File: src/rtl/uart_tx_pkg.sv
// Shared encodings for the UART TX datapath: frame sequencer states and
// output-mux select codes used by the mux, serializer and sequencer.
package uart_tx_pkg;

  typedef enum logic [2:0] {
    IDLE   = 3'd0,
    START  = 3'd1,
    DATA   = 3'd2,
    PARITY = 3'd3,
    STOP   = 3'd4
  } tx_state_e;

  localparam logic [1:0] MUX_START  = 2'b00;
  localparam logic [1:0] MUX_STOP   = 2'b01;
  localparam logic [1:0] MUX_DATA   = 2'b10;
  localparam logic [1:0] MUX_PARITY = 2'b11;

  // Total bit slots from start bit to the end of the stop bit.
  function automatic int frame_slots(input int data_width, input logic with_parity);
    return data_width + 2 + (with_parity ? 1 : 0);
  endfunction

endpackage

File: src/rtl/uart_tx_ctrl.sv
// UART TX frame sequencer: walks start / data / optional parity / stop slots,
// one slot per clk, and strobes the serializer and parity calculator.
module uart_tx_ctrl
  import uart_tx_pkg::*;
#(
  parameter int DATA_WIDTH = 8,
  parameter int CNT_WIDTH  = $clog2(DATA_WIDTH)
) (
  input  logic       clk,
  input  logic       rst,
  input  logic       data_valid,
  input  logic       par_en,
  output logic       ser_load,
  output logic       ser_shift,
  output logic       par_load,
  output logic [1:0] mux_sel,
  output logic       busy
);

  localparam logic [CNT_WIDTH-1:0] LAST_BIT = CNT_WIDTH'(DATA_WIDTH - 1);

  tx_state_e            state, state_next;
  logic [CNT_WIDTH-1:0] bit_cnt, bit_cnt_next;
  logic                 par_en_q, par_en_next;
  logic                 accept;

  always_ff @(posedge clk) begin
    if (rst) begin
      state    <= IDLE;
      bit_cnt  <= '0;
      par_en_q <= 1'b0;
    end else begin
      state    <= state_next;
      bit_cnt  <= bit_cnt_next;
      par_en_q <= par_en_next;
    end
  end

  // A new byte is taken only from IDLE or STOP, and never while reset is asserted.
  assign accept = data_valid && !rst && ((state == IDLE) || (state == STOP));

  always_comb begin
    state_next   = state;
    bit_cnt_next = bit_cnt;
    par_en_next  = par_en_q;
    ser_load     = 1'b0;
    ser_shift    = 1'b0;
    par_load     = 1'b0;
    mux_sel      = MUX_STOP;
    busy         = 1'b0;

    if (accept) begin
      ser_load    = 1'b1;
      par_load    = 1'b1;
      par_en_next = par_en;
    end

    case (state)
      IDLE: begin
        state_next = accept ? START : IDLE;
      end
      START: begin
        mux_sel      = MUX_START;
        busy         = 1'b1;
        bit_cnt_next = '0;
        state_next   = DATA;
      end
      DATA: begin
        mux_sel   = MUX_DATA;
        busy      = 1'b1;
        ser_shift = 1'b1;
        if (bit_cnt == LAST_BIT) begin
          state_next = par_en_q ? PARITY : STOP;
        end else begin
          bit_cnt_next = bit_cnt + CNT_WIDTH'(1);
        end
      end
      PARITY: begin
        mux_sel    = MUX_PARITY;
        busy       = 1'b1;
        state_next = STOP;
      end
      STOP: begin
        mux_sel    = MUX_STOP;
        busy       = 1'b1;
        state_next = accept ? START : IDLE;
      end
      default: begin
        state_next = IDLE;
      end
    endcase
  end

endmodule

File: config.mk
export PLATFORM = sky130hd
export DESIGN_NAME = uart_tx_ctrl
export DESIGN_NICKNAME = d
export VERILOG_FILES = /design/src/rtl/uart_tx_pkg.sv /design/src/rtl/uart_tx_ctrl.sv
export SDC_FILE = /design/constraint.sdc
export NUM_CORES = 1
export LEC_CHECK = 0
export BUFFER_PORTS_ARGS = -buffer_cell sky130_fd_sc_hd__buf_2
export CAP_MARGIN = 20
export CELL_PAD_IN_SITES_DETAIL_PLACEMENT = 1
export CELL_PAD_IN_SITES_GLOBAL_PLACEMENT = 2
export CORE_MARGIN = 2
export CORE_UTILIZATION = 25
export CTS_CLUSTER_DIAMETER = 200
export DETAILED_ROUTE_END_ITERATION = 10
export PLACE_DENSITY = 0.68
export SETUP_SLACK_MARGIN = 0.02
export SYNTH_ARGS = -nofsm -noshare
export SYNTH_HDL_FRONTEND = slang
export SYNTH_SLANG_ARGS = --single-unit
File: constraint.sdc
create_clock -name clk -period 1.2 [get_ports clk]
set_input_delay 0.24 -clock clk [delete_from_list [all_inputs] [get_ports clk]]
set_output_delay 0.24 -clock clk [all_outputs]
set_load 0.01 [all_outputs]
### After elaboration in Yosys (flattened, before gate mapping)

Cells that the tools add are included.

* $add $sub $neg: 1
* equal/unequal tests: 7
* muxes and demuxes: 10
* reduce and logical (&&, ||, !) cells: 9

Operators by type and width (number)
* $pmux W3 S4: 1
* $mux W3: 3
* $eq A3 B2 Y1 const B: 2
* $eq A3 B3 Y1 const B: 2
* $pmux W2 S3: 1
* $pmux W3 S2: 1
* $mux W1: 4
* $ne A2 B2 Y1 const B: 2
* $reduce_or A4 Y1: 1
* $add A3 B1 Y3 const B: 1
* $eq A3 B1 Y1 const B: 1
* $logic_not A3 Y1: 1
* $logic_and A1 B1 Y1: 2
* $reduce_and A2 Y1: 1
* $reduce_bool A2 Y1: 1
* $reduce_or A2 Y1: 1
* $logic_not A1 Y1: 1
* $logic_or A1 B1 Y1: 1

* register bits: 7
* input port bits: 4
* output and inout bits: 6
* logic and storage cells: 30

### Logic depth before layout (Yosys ltp)

Gate-level depths: netlist (run 1).

* depth after elaboration: 5
* gate-level depth with buffers: 5
* mapped depth without buffers: 5

### Worst setup path after synthesis (run 1)

Ideal clock, no wire load.

* path type: reg2out
* start point: register state[1]
* end point: output port ser_load
* data arrival time: 1211 ps
* data required time: 960 ps
* path slack: -251 ps
* cell stages (with the launch flop): 4
* path buffers: 2
* cell sequence: dfxtp_1 -> buf_4 -> nor4b_1 -> buf_4

* cells in the longest elaborated chain, start to end: 4
* elaborated cells on any way between the ends: 5
* those cells by class: eq/ne: 1; mux: 1; reduce/logical: 3

RTL lines
* from (decl): RTL line uart_tx_ctrl.sv:22 `tx_state_e state, state_next;`
* from (signal assigned): RTL line uart_tx_ctrl.sv:33 `state <= state_next;`
* $eq A3 B3 Y1 or $logic_not A3 Y1 (tied branches): RTL line uart_tx_ctrl.sv:40 `assign accept = data_valid && !rst && ((state == IDLE) || (state == STOP));`
* $logic_or A1 B1 Y1 *: RTL line uart_tx_ctrl.sv:40
* $logic_and A1 B1 Y1 *: RTL line uart_tx_ctrl.sv:40
* $mux W1 *
* to (decl): RTL line uart_tx_ctrl.sv:13 `output logic ser_load,`

Mark *: on every way between the ends. The rest lies on a longest branch, timed or not.

### Worst setup path after layout (run 1)

* start point: register state[0]
* end point: output port par_load

* cells in the longest elaborated chain, start to end: 4
* elaborated cells on any way between the ends: 5
* those cells by class: eq/ne: 1; mux: 1; reduce/logical: 3

RTL lines
* $eq A3 B3 Y1 or $logic_not A3 Y1 (tied branches): RTL line uart_tx_ctrl.sv:40
* $logic_or A1 B1 Y1 *: RTL line uart_tx_ctrl.sv:40
* $logic_and A1 B1 Y1 *: RTL line uart_tx_ctrl.sv:40
* $mux W1 *: RTL line uart_tx_ctrl.sv:52 `if (accept) begin`
* to (decl): RTL line uart_tx_ctrl.sv:15 `output logic par_load,`

Marked as above.

==> results of run 1 <==
-- power groups by stage --
stage / combinational, mW / sequential (mW) / clock (mW)
floorplan: 0.0882 / 0.254 / 0
global placement: 0.119 / 0.264 / 0
detailed placement: 0.124 / 0.264 / 0
CTS: 0.163 / 0.256 / 0.235
global route: 0.198 / 0.258 / 0.240
finish: 0.183 / 0.257 / 0.216
-- per-layer routing --
metal | routed length, um | GRT usage
met3 | 38 | 0.0375
met5 | 0 | 0
met1 | 401 | 0.159
met2 | 640 | 0.245
met4 | 25 | 0.0909
-- cell type report --
class / instances / area (um^2)
clock buffer: 4 / 26.3
fill: 159 / 807
multi-input combinational: 26 / 308
inverter: 4 / 17.5
tap: 16 / 20.0
sequential: 7 / 154
timing repair buffer: 21 / 156
-- per-stage QoR --
stage / hold WS [ps] / power (mW) / cells / util / cell area (um^2)
3_5_place_dp: 507 / 0.388 / 69 / 0.346 / 515
4_1_cts: 232 / 0.654 / 77 / 0.423 / 629
5_1_grt: 283 / 0.696 / 78 / 0.458 / 682
2_1_floorplan: 312 / 0.342 / 40 / - / 424
6_report: 234 / 0.656 / 78 / 0.458 / 682
3_3_place_gp: 475 / 0.383 / 69 / 0.346 / 515
-- state kept, by name (all words and copies together), names as in the netlist --
signal    flops
state         3
par_en_q      1
bit_cnt       3
-- kinds of logic after synthesis --
| logic type | after synthesis | share of synthesized area |
|---|---|---|
| AND/OR/NAND/NOR | 13 | 0.212 |
| AO/OA/AOI/OAI | 8 | 0.183 |
| buffers and inverters | 7 | 0.106 |
| flip-flops | 7 | 0.359 |
| multiplexers | 2 | 0.0545 |
| adder cells (fa/ha/maj) | 2 | 0.0641 |
| XOR/XNOR | 1 | 0.0224 |
-- what timing repair did --
action,CTS,global route
pin swaps,3,5
setup buffers,4,1
endpoints found under the setup margin,12,12
hold endpoints to repair,0,0
gates resized for setup,17,10
-- cells in the mapped netlist --
cell type,n
mux2i_1,1
nor3_1,1
buf_4,2
a211oi_1,1
a22o_2,2
mux2_2,1
nand2_1,2
dfxtp_1,7
nor2_1,4
buf_6,1
nor3b_1,2
a311oi_2,1
o211ai_1,1
nor4b_1,1
inv_1,4
nor3b_2,1
ha_1,2
a32oi_1,1
xnor2_1,1
o21ai_0,1
nor4_2,1
a21o_1,1
nand2b_1,1
-- how the worst max path moves through the flow --
stage / start / slack [ps] / endpoint / depth (start not counted)
finish: state[0]$_SDFFE_PP0P_ / -220 / par_load / 3
global route: state[0]$_SDFFE_PP0P_ / -280 / par_load / 3
CTS: state[0]$_SDFFE_PP0P_ / -240 / par_load / 3
detailed placement: bit_cnt[0]$_SDFFE_PP0P_ / -60 / bit_cnt[2]$_SDFFE_PP0P_ / 5
global placement: bit_cnt[0]$_SDFFE_PP0P_ / -20 / bit_cnt[0]$_SDFFE_PP0P_ / 5
floorplan: bit_cnt[0]$_SDFFE_PP0P_ / 30 / bit_cnt[0]$_SDFFE_PP0P_ / 5
-- critical path: stages (launching register included) --
cell     delay, ps
dfxtp_4        360
buf_6          120
nor4b_4        270
buf_2          170
==> results.md, run 1 <==
* Die X at 43.5 um
* CTS clk-pin slew, worst paths at 50 ps
* WL per Instance at 14.2 um
* N_diodes at 0
* Area Overhead vs Synth at 74.7%
* RSZ-0062 raised after global routing: yes
* WS Path Type: flop to primary output
* CTS Hold Buffers Added at 0
* Mean Syn Cell Area at 9.76 um^2
* Worst R2R Path Depth at 5
* Vias per cell at 4.96
* Layout net count at 69
* Antenna violation net count after detailed routing at 0
* Bufs on Longest Clock Path at 2
* Crit path launch type: flop
* Synth Cell Area at 390 um^2
* Sequential Power Share at 0.391
* Logic gate share of total power at 0.279
* FF-to-FF Start: bit_cnt[0]$_SDFFE_PP0P_
* Clk_lat worst skew at 250 ps
* Max-Cap Viols at 0
* Post-Route WL at 1110 um
* CP Data Arrival Time at 1180 ps
* Routability cong. at 0.727
* Mapped Nets at 46
* Critical Path RT at 960 ps
* Actual slew at the worst max-slew pin at 270 ps
* Final worst slack at -220 ps
* Synth top area cells: dfxtp_1 (36%), ha_1 (6.4%), a22o_2 (5.1%), a311oi_2 (3.8%), buf_4 (3.8%)
* Initial antenna violation count at 0
* Pins Over Slew Limit at 0
* Relative slew slack at 0.819
* Crit Path Max Fanout at 6
* Fin crit share at 1.18
* Fin crit period at 1420 ps
* H-tree Lvls at 1
* Register bit total from synthesis at 7
* Final Skew at 0.192 ps
* Die height at 43.5 um
* Hold EP: par_en_q$_SDFFE_PP0P_
* First-pass GRT wire length at 1880 um
* # rows at 14
* Hold crit path type: input port to flop
* Yosys top cell area share at 0.359
* Drt pass-1 iters at 3
* Largest net degree at the start of global routing at 8
* TritonCTS clock tree: done
* YS warnings at 0
* Post-synth top area cell: dfxtp_1
* CORE AREA at 1490 um^2
* Vias at 387
* Leak pwr at 0.287 nW
* Effective utilization at floorplan at 0.262
* Pwr Density at 963 nW/um^2
* GR Util All Layers at 0.144
* Hold_sp: par_en
* Synth cell types at 23
* P_sw at 188 uW
* Iter 0 DRT Violations at 4
* Sw Share at 0.286
* Crit Reg-Reg Endpoint: bit_cnt[1]$_SDFFE_PP0P_
* Number of I/O pins at 10
* Share of post-route cells with drive strength above 1 at 0.758
* CTS Buf Count at 3
* Reg2Reg Setup Slack at 0 ps
* Post-placement setup slack at -64.0 ps
* Failing checks: setup timing
* Status: complete, but fails checks
* Fmax at 704 MHz
* CTS Root Cell: clkbuf_4
* Residual DRC at 0
* Hold depth at 3
* Hold Fails Final Rpt at 0
* Mapped Cells at 40
* IO Port Bufs at 9
* VDD IR max at 0.698 mV
* Sink Count at 7
* Total die area at 1890 um^2
* Vias in the first global route at 409
* Final TNS setup at -863 ps
* Setup Viol. Count Final at 8
* Most frequent cells in the layout: buf_2 (8), buf_4 (8), buf_6 (5)
* Post-detail-place hpwl at 770 um
* Sequential share of the synthesized area at 0.359
* Gr ovfl total at 0
* Clock power frac at 0.330
* CP Capture Type: primary output
* P_int at 469 uW
No activity file was read; power rests on OpenSTA's default activity.
==> inputs of run 2 (changes only) <==
- ABC_AREA: unset -> 1
- CORE_UTILIZATION: 25 -> 23
- GPL_ROUTABILITY_DRIVEN: unset -> 0
- PLACE_DENSITY: 0.68 -> 0.7
==> results.md, run 2 <==
* Status: complete, but fails checks
* Failing checks: setup timing
* Die X at 46.6 um (+7.1%)
* Fmax at 760 MHz (+8.0%)
* Relative slew slack at 0.883 (+0.0636)
* WL per Instance at 11.4 um (-20%)
* Critical Path RT at 960 ps (about the same)
* Area Overhead vs Synth at 92.5%
* Iter 0 DRT Violations at 1 (-3)
* RSZ-0062 raised after global routing: yes
* Fin crit share at 1.10 (-0.0873)
* Hold_sp: par_en
* Post-synth EDFFs at 0 (unchanged)
* Final Skew at 4.49 ps (+4.30 ps)
* Bufs on Longest Clock Path at 2 (unchanged)
* Synth Cell Area at 418 um^2 (+7.1%)
* Hold Fails Final Rpt at 0 (unchanged)
* Sequential share of the synthesized area at 0.335 (-0.0236)
* Register bit total from synthesis at 7 (unchanged)
* Vias at 488 (+26%)
* Reg2Reg Setup Slack at -50 ps (-50 ps)
* Setup Viol. Count Final at 6 (-2)
* Actual slew at the worst max-slew pin at 176 ps (-94.1 ps)
* Layout net count at 101 (+46%)
* Most frequent cells in the layout: buf_4 (20), inv_1 (7), nand2_1 (7)
* Final worst slack at -116 ps (+105 ps)
* VDD IR max at 0.433 mV (-38%)
* CTS Hold Buffers Added at 0 (unchanged)
* Largest net degree at the start of global routing at 9 (+1)
* Crit path launch type: flop
* Total die area at 2170 um^2 (+15%)
* Crit path cell chain: inv_4 > nor2_4 > nor2_1 > o21ai_1 > buf_2
* Hold depth at 3 (unchanged)
* Slowest-stage cell, CP: dfxtp_2
* Synth cell types at 16 (-30%)
* H-tree Lvls at 1 (unchanged)
* Crit Path Max Fanout at 4 (-2)
* Yosys top cell area share at 0.335 (-0.0236)
* Number of I/O pins at 10 (unchanged)
* CTS clk-pin slew, worst paths at 60 ps (about the same)
* Fin crit period at 1320 ps (-105 ps)
* Final non-filler cell total at 119 (+53%)
* Slowest stage delay, CP at 360 ps (about the same)
* Fraction of registers with async set or reset after synthesis at 0 (unchanged)
* Mean Syn Cell Area at 6.74 um^2 (-31%)
* Hold EP: par_en_q$_SDFFE_PP0P_
* Mapped Cells at 62 (+55%)
* First-pass GRT wire length at 2170 um (+15%)
* Sink Count at 7 (unchanged)
* Placed cells at 99 (+43%)
* Post-placement setup slack at -13.7 ps (+50.4 ps)
* Max-Cap Viols at 0 (unchanged)
* Effective utilization at floorplan at 0.242 (-0.0202)
* CORE AREA at 1730 um^2 (+16%)
* Tot Pwr at 737 uW (+12%)
* CTS Buf Count at 3 (unchanged)
* Top FF cell, synth: dfxtp_1
* # rows at 15 (+1)
* Synth top area cells: dfxtp_1 (34%), inv_1 (9.0%), nand2_1 (9.0%), nor2_1 (9.0%), a21oi_1 (7.2%)
* Vias in the first global route at 521 (+27%)
* Synth cell count leaders: inv_1 (10), nand2_1 (10), nor2_1 (10), dfxtp_1 (7), a21oi_1 (6)
* Mapped Nets at 68 (+48%)
* Post-Route WL at 1360 um (+23%)
* Post-detail-place hpwl at 806 um (+4.7%)
* Gr ovfl total at 0 (unchanged)
* Fin util at 0.466 (+0.00796)
* Initial antenna violation count at 0 (unchanged)
* CP Data Arrival Time at 1080 ps (-100 ps)
* Share of post-route cells with drive strength above 1 at 0.681 (-0.0772)
* Post-synth top area cell: dfxtp_1
* Crit Reg-Reg Endpoint: state[2]$_SDFFE_PP0P_
* YS warnings at 0 (unchanged)
* Pwr Density at 916 nW/um^2 (-4.8%)
* Most common cell after layout, fill and taps aside: buf_4
* GR Util All Layers at 0.149 (+0.00456)
* FF-to-FF Start: state[0]$_SDFFE_PP0P_
* Vias per cell at 4.10 (-17%)
* Top Registers: bit_cnt: 3 flops, state: 3 flops, par_en_q: 1 flops
* Residual DRC at 0 (unchanged)
* WS Path Type: flop to primary output
* TritonCTS clock tree: done
* Leak pwr at 0.360 nW (+26%)
* IO Port Bufs at 9 (unchanged)
* Hold crit path type: input port to flop
* Antenna violation net count after detailed routing at 0 (unchanged)
* Drt pass-1 iters at 2 (-1)
* CP Capture Type: primary output
* CTS Root Cell: clkbuf_4
* Die height at 46.6 um (+7.1%)
* N_diodes at 0 (unchanged)
* Pins Over Slew Limit at 0 (unchanged)
* Worst R2R Path Depth at 8 (+3)
* Clk_lat worst skew at 260 ps (about the same)
## run 2: layout make-up
cell class / instances / area (um^2)
fillers: 220 / 922
repair buffers: 29 / 220
multi-input cells: 41 / 317
flip-flops and latches: 7 / 151
well taps: 25 / 31.3
clock buffers: 4 / 26.3
inverters: 13 / 58.8
## run 2: worst max-delay path by stage
stage                            start                       to  slack (ps)  cells past startpoint
3_3_place_gp   bit_cnt[0]$_SDFFE_PP0P_  bit_cnt[1]$_SDFFE_PP0P_          10                      6
4_1_cts          state[0]$_SDFFE_PP0P_               mux_sel[0]        -110                      5
6_report         state[0]$_SDFFE_PP0P_                     busy        -120                      5
5_1_grt          state[0]$_SDFFE_PP0P_               mux_sel[0]        -190                      5
3_5_place_dp   bit_cnt[0]$_SDFFE_PP0P_  bit_cnt[1]$_SDFFE_PP0P_         -10                      6
2_1_floorplan  bit_cnt[0]$_SDFFE_PP0P_  bit_cnt[1]$_SDFFE_PP0P_          80                      6
## run 2: logic make-up (layout without fill, tap and decap cells)
family,after synthesis,in the layout,synth area share
flops,7,7,0.335
simple gates,28,28,0.329
fa+ha+maj,2,2,0.0599
buf+inv,14,46,0.135
compound gates,11,11,0.141
## run 2: what timing repair did
| action | CTS | global route |
|---|---|---|
| setup buffers | 15 | 1 |
| gates resized for setup | 26 | 16 |
| pin swaps | 8 | 12 |
| endpoints found under the setup margin | 10 | 12 |
## run 2: per-stage QoR
step / hold WS (ps) / area [um^2] / setup TNS [ps]
after CTS: 233 / 733 / -384
final: 237 / 805 / -439
after global placement: 479 / 517 / 0
after detailed placement: 485 / 517 / -23.4
after global routing: 252 / 805 / -870
after floorplan: 309 / 418 / 0
## run 2: metal layers
layer,track usage,share of wire
met5,0,0
met4,0.0500,0.0074
met3,0.0471,0.032
met2,0.281,0.57
met1,0.152,0.38
## run 2: report_power, final
group	total (mW)	internal (mW)	switching [mW]
clock network	0.225	0.128	0.0974
logic	0.240	0.120	0.120
registers	0.272	0.250	0.0221
## run 2: worst max-delay path: cells and delay by family, from the launching register on
family          cells  cell delay (ps)
compound gates      1               70
buf+inv             2              210
flops               1              360
simple gates        2              180
==> inputs of run 3 (changes only) <==
- CORE_UTILIZATION: 23 -> 25
- CTS_BUF_LIST: unset -> sky130_fd_sc_hd__clkbuf_4
- PLACE_DENSITY: 0.7 -> 0.75
==> results.md, run 3 (synthesis results as in run 2) <==
* CP Capture Type: primary output
* H-tree Lvls at 1 (unchanged)
* Vias in the first global route at 438 (-16%)
* Relative slew slack at 0.905 (+0.0222)
* Bufs on Longest Clock Path at 2 (unchanged)
* Fin crit period at 1300 ps (-18.6 ps)
* WS Path Type: flop to primary output
* Hold Fails Final Rpt at 0 (unchanged)
* Slowest stage delay, CP at 360 ps (about the same)
* N_diodes at 0 (unchanged)
* Top Registers: bit_cnt: 3 flops, state: 3 flops, par_en_q: 1 flops
* Residual DRC at 0 (unchanged)
* Gr ovfl total at 0 (unchanged)
* Crit path cell chain: inv_6 > nand2_4 > nor2_4 > buf_6
* Crit Path Max Fanout at 4 (unchanged)
* VDD IR max at 0.484 mV (+12%)
* Iter 0 DRT Violations at 1 (unchanged)
* Post-Route WL at 1060 um (-22%)
* Fin crit share at 1.08 (-0.0155)
* First-pass GRT wire length at 1800 um (-17%)
* Drt pass-1 iters at 2 (unchanged)
* CORE AREA at 1540 um^2 (-11%)
* Die X at 44.9 um (-3.7%)
* TritonCTS clock tree: done
* Most frequent cells in the layout: nor2_1 (9), inv_1 (8), buf_4 (8)
* Most common cell after layout, fill and taps aside: nor2_1
* IO Port Bufs at 9 (unchanged)
* CTS Hold Buffers Added at 0 (unchanged)
* Status: complete, but fails checks
* Layout net count at 90 (-11%)
* CTS Buf Count at 3 (unchanged)
* WL per Instance at 10.7 um (-5.7%)
* Clk_lat worst skew at 260 ps (about the same)
* Crit path launch type: flop
* Initial antenna violation count at 0 (unchanged)
* Post-placement setup slack at -38.1 ps (-24.4 ps)
* Antenna violation net count after detailed routing at 0 (unchanged)
* CTS clk-pin slew, worst paths at 50 ps (about the same)
* Largest net degree at the start of global routing at 9 (unchanged)
* CP Data Arrival Time at 1060 ps (-20 ps)
* Effective utilization at floorplan at 0.271 (+0.0291)
* Total die area at 2010 um^2 (-7.3%)
* Actual slew at the worst max-slew pin at 141 ps (-34.2 ps)
* Final worst slack at -97.1 ps (+18.6 ps)
* RSZ-0062 raised after global routing: yes
* Fmax at 771 MHz (+1.4%)
* GR Util All Layers at 0.131 (-0.0181)
* Area Overhead vs Synth at 66.5%
* Slowest-stage cell, CP: dfxtp_4
* Tot Pwr at 700 uW (-5.0%)
* Vias per cell at 4.54 (+11%)
* Failing checks: setup timing
* Sink Count at 7 (unchanged)
* Hold crit path type: input port to flop
* Pwr Density at 1010 nW/um^2 (+9.9%)
* Setup Viol. Count Final at 5 (-1)
* Number of I/O pins at 10 (unchanged)
* CTS Root Cell: clkbuf_4
* Critical Path RT at 960 ps (about the same)
* Leak pwr at 0.317 nW (-12%)
* # rows at 14 (-1)
* Max-Cap Viols at 0 (unchanged)
* Post-detail-place hpwl at 737 um (-8.6%)
* Final hold slack at 179 ps (-57.9 ps)
* Vias at 449 (-8.0%)
* Share of post-route cells with drive strength above 1 at 0.602 (-0.0784)
* Die height at 44.9 um (-3.7%)
* Final Skew at 4.96 ps (+0.470 ps)
* Pins Over Slew Limit at 0 (unchanged)
==> run 3: path summary, 6_finish.rpt <==
path | start | slack, ps | cells past startpoint | to
max | state[1]$_SDFFE_PP0P_ | -100 | 4 | ser_load
min | rst | 180 | 2 | state[1]$_SDFFE_PP0P_
max reg2reg | bit_cnt[0]$_SDFFE_PP0P_ | 40 | 6 | bit_cnt[0]$_SDFFE_PP0P_
min reg2reg | par_en_q$_SDFFE_PP0P_ | 500 | 2 | par_en_q$_SDFFE_PP0P_
==> run 3: worst max-delay path: cells and delay by family, from the launching register on <==
family        cells  cell delay, ps
flops             1             360
simple gates      2             220
buf+inv           2             210
==> run 3: area by class of cell <==
class                   instances  area (um^2)
clock buffers                   4         30.0
fillers                       203          846
inverters                      13         56.3
multi-input cells              41          300
flip-flops and latches          7          154
well taps                      16         20.0
repair buffers                 18          135
==> run 3: layer usage <==
metal / track usage / wire length [um] / up-vias
li1: - / - / 230
met1: 0.142 / 460 / 204
met2: 0.220 / 521 / 10
met3: 0.0240 / 45 / 5
met4: 0.106 / 36 / 0
met5: 0 / 0 / -
==> run 3: where the power goes <==
| part | switching (mW) | internal, mW | total [mW] |
|---|---|---|---|
| Clock | 0.0919 | 0.150 | 0.242 |
| Sequential | 0.0209 | 0.249 | 0.270 |
| Combinational | 0.103 | 0.0861 | 0.189 |
==> run 3: timing repair <==
action	CTS	global route
setup endpoints to repair	10	12
resized for setup	18	19
hold endpoints to repair	0	0
pin swaps	4	8
buffers inserted	6	2
==> run 3: metrics by stage <==
stage | utilization | TNS [ps] | std cells | cell area, um^2
after floorplan | - | 0 | 62 | 418
after global placement | 0.323 | 0 | 89 | 498
after detailed placement | 0.323 | -41.6 | 89 | 498
after CTS | 0.399 | -450 | 99 | 616
after global routing | 0.451 | -713 | 99 | 696
final | 0.451 | -413 | 99 | 696
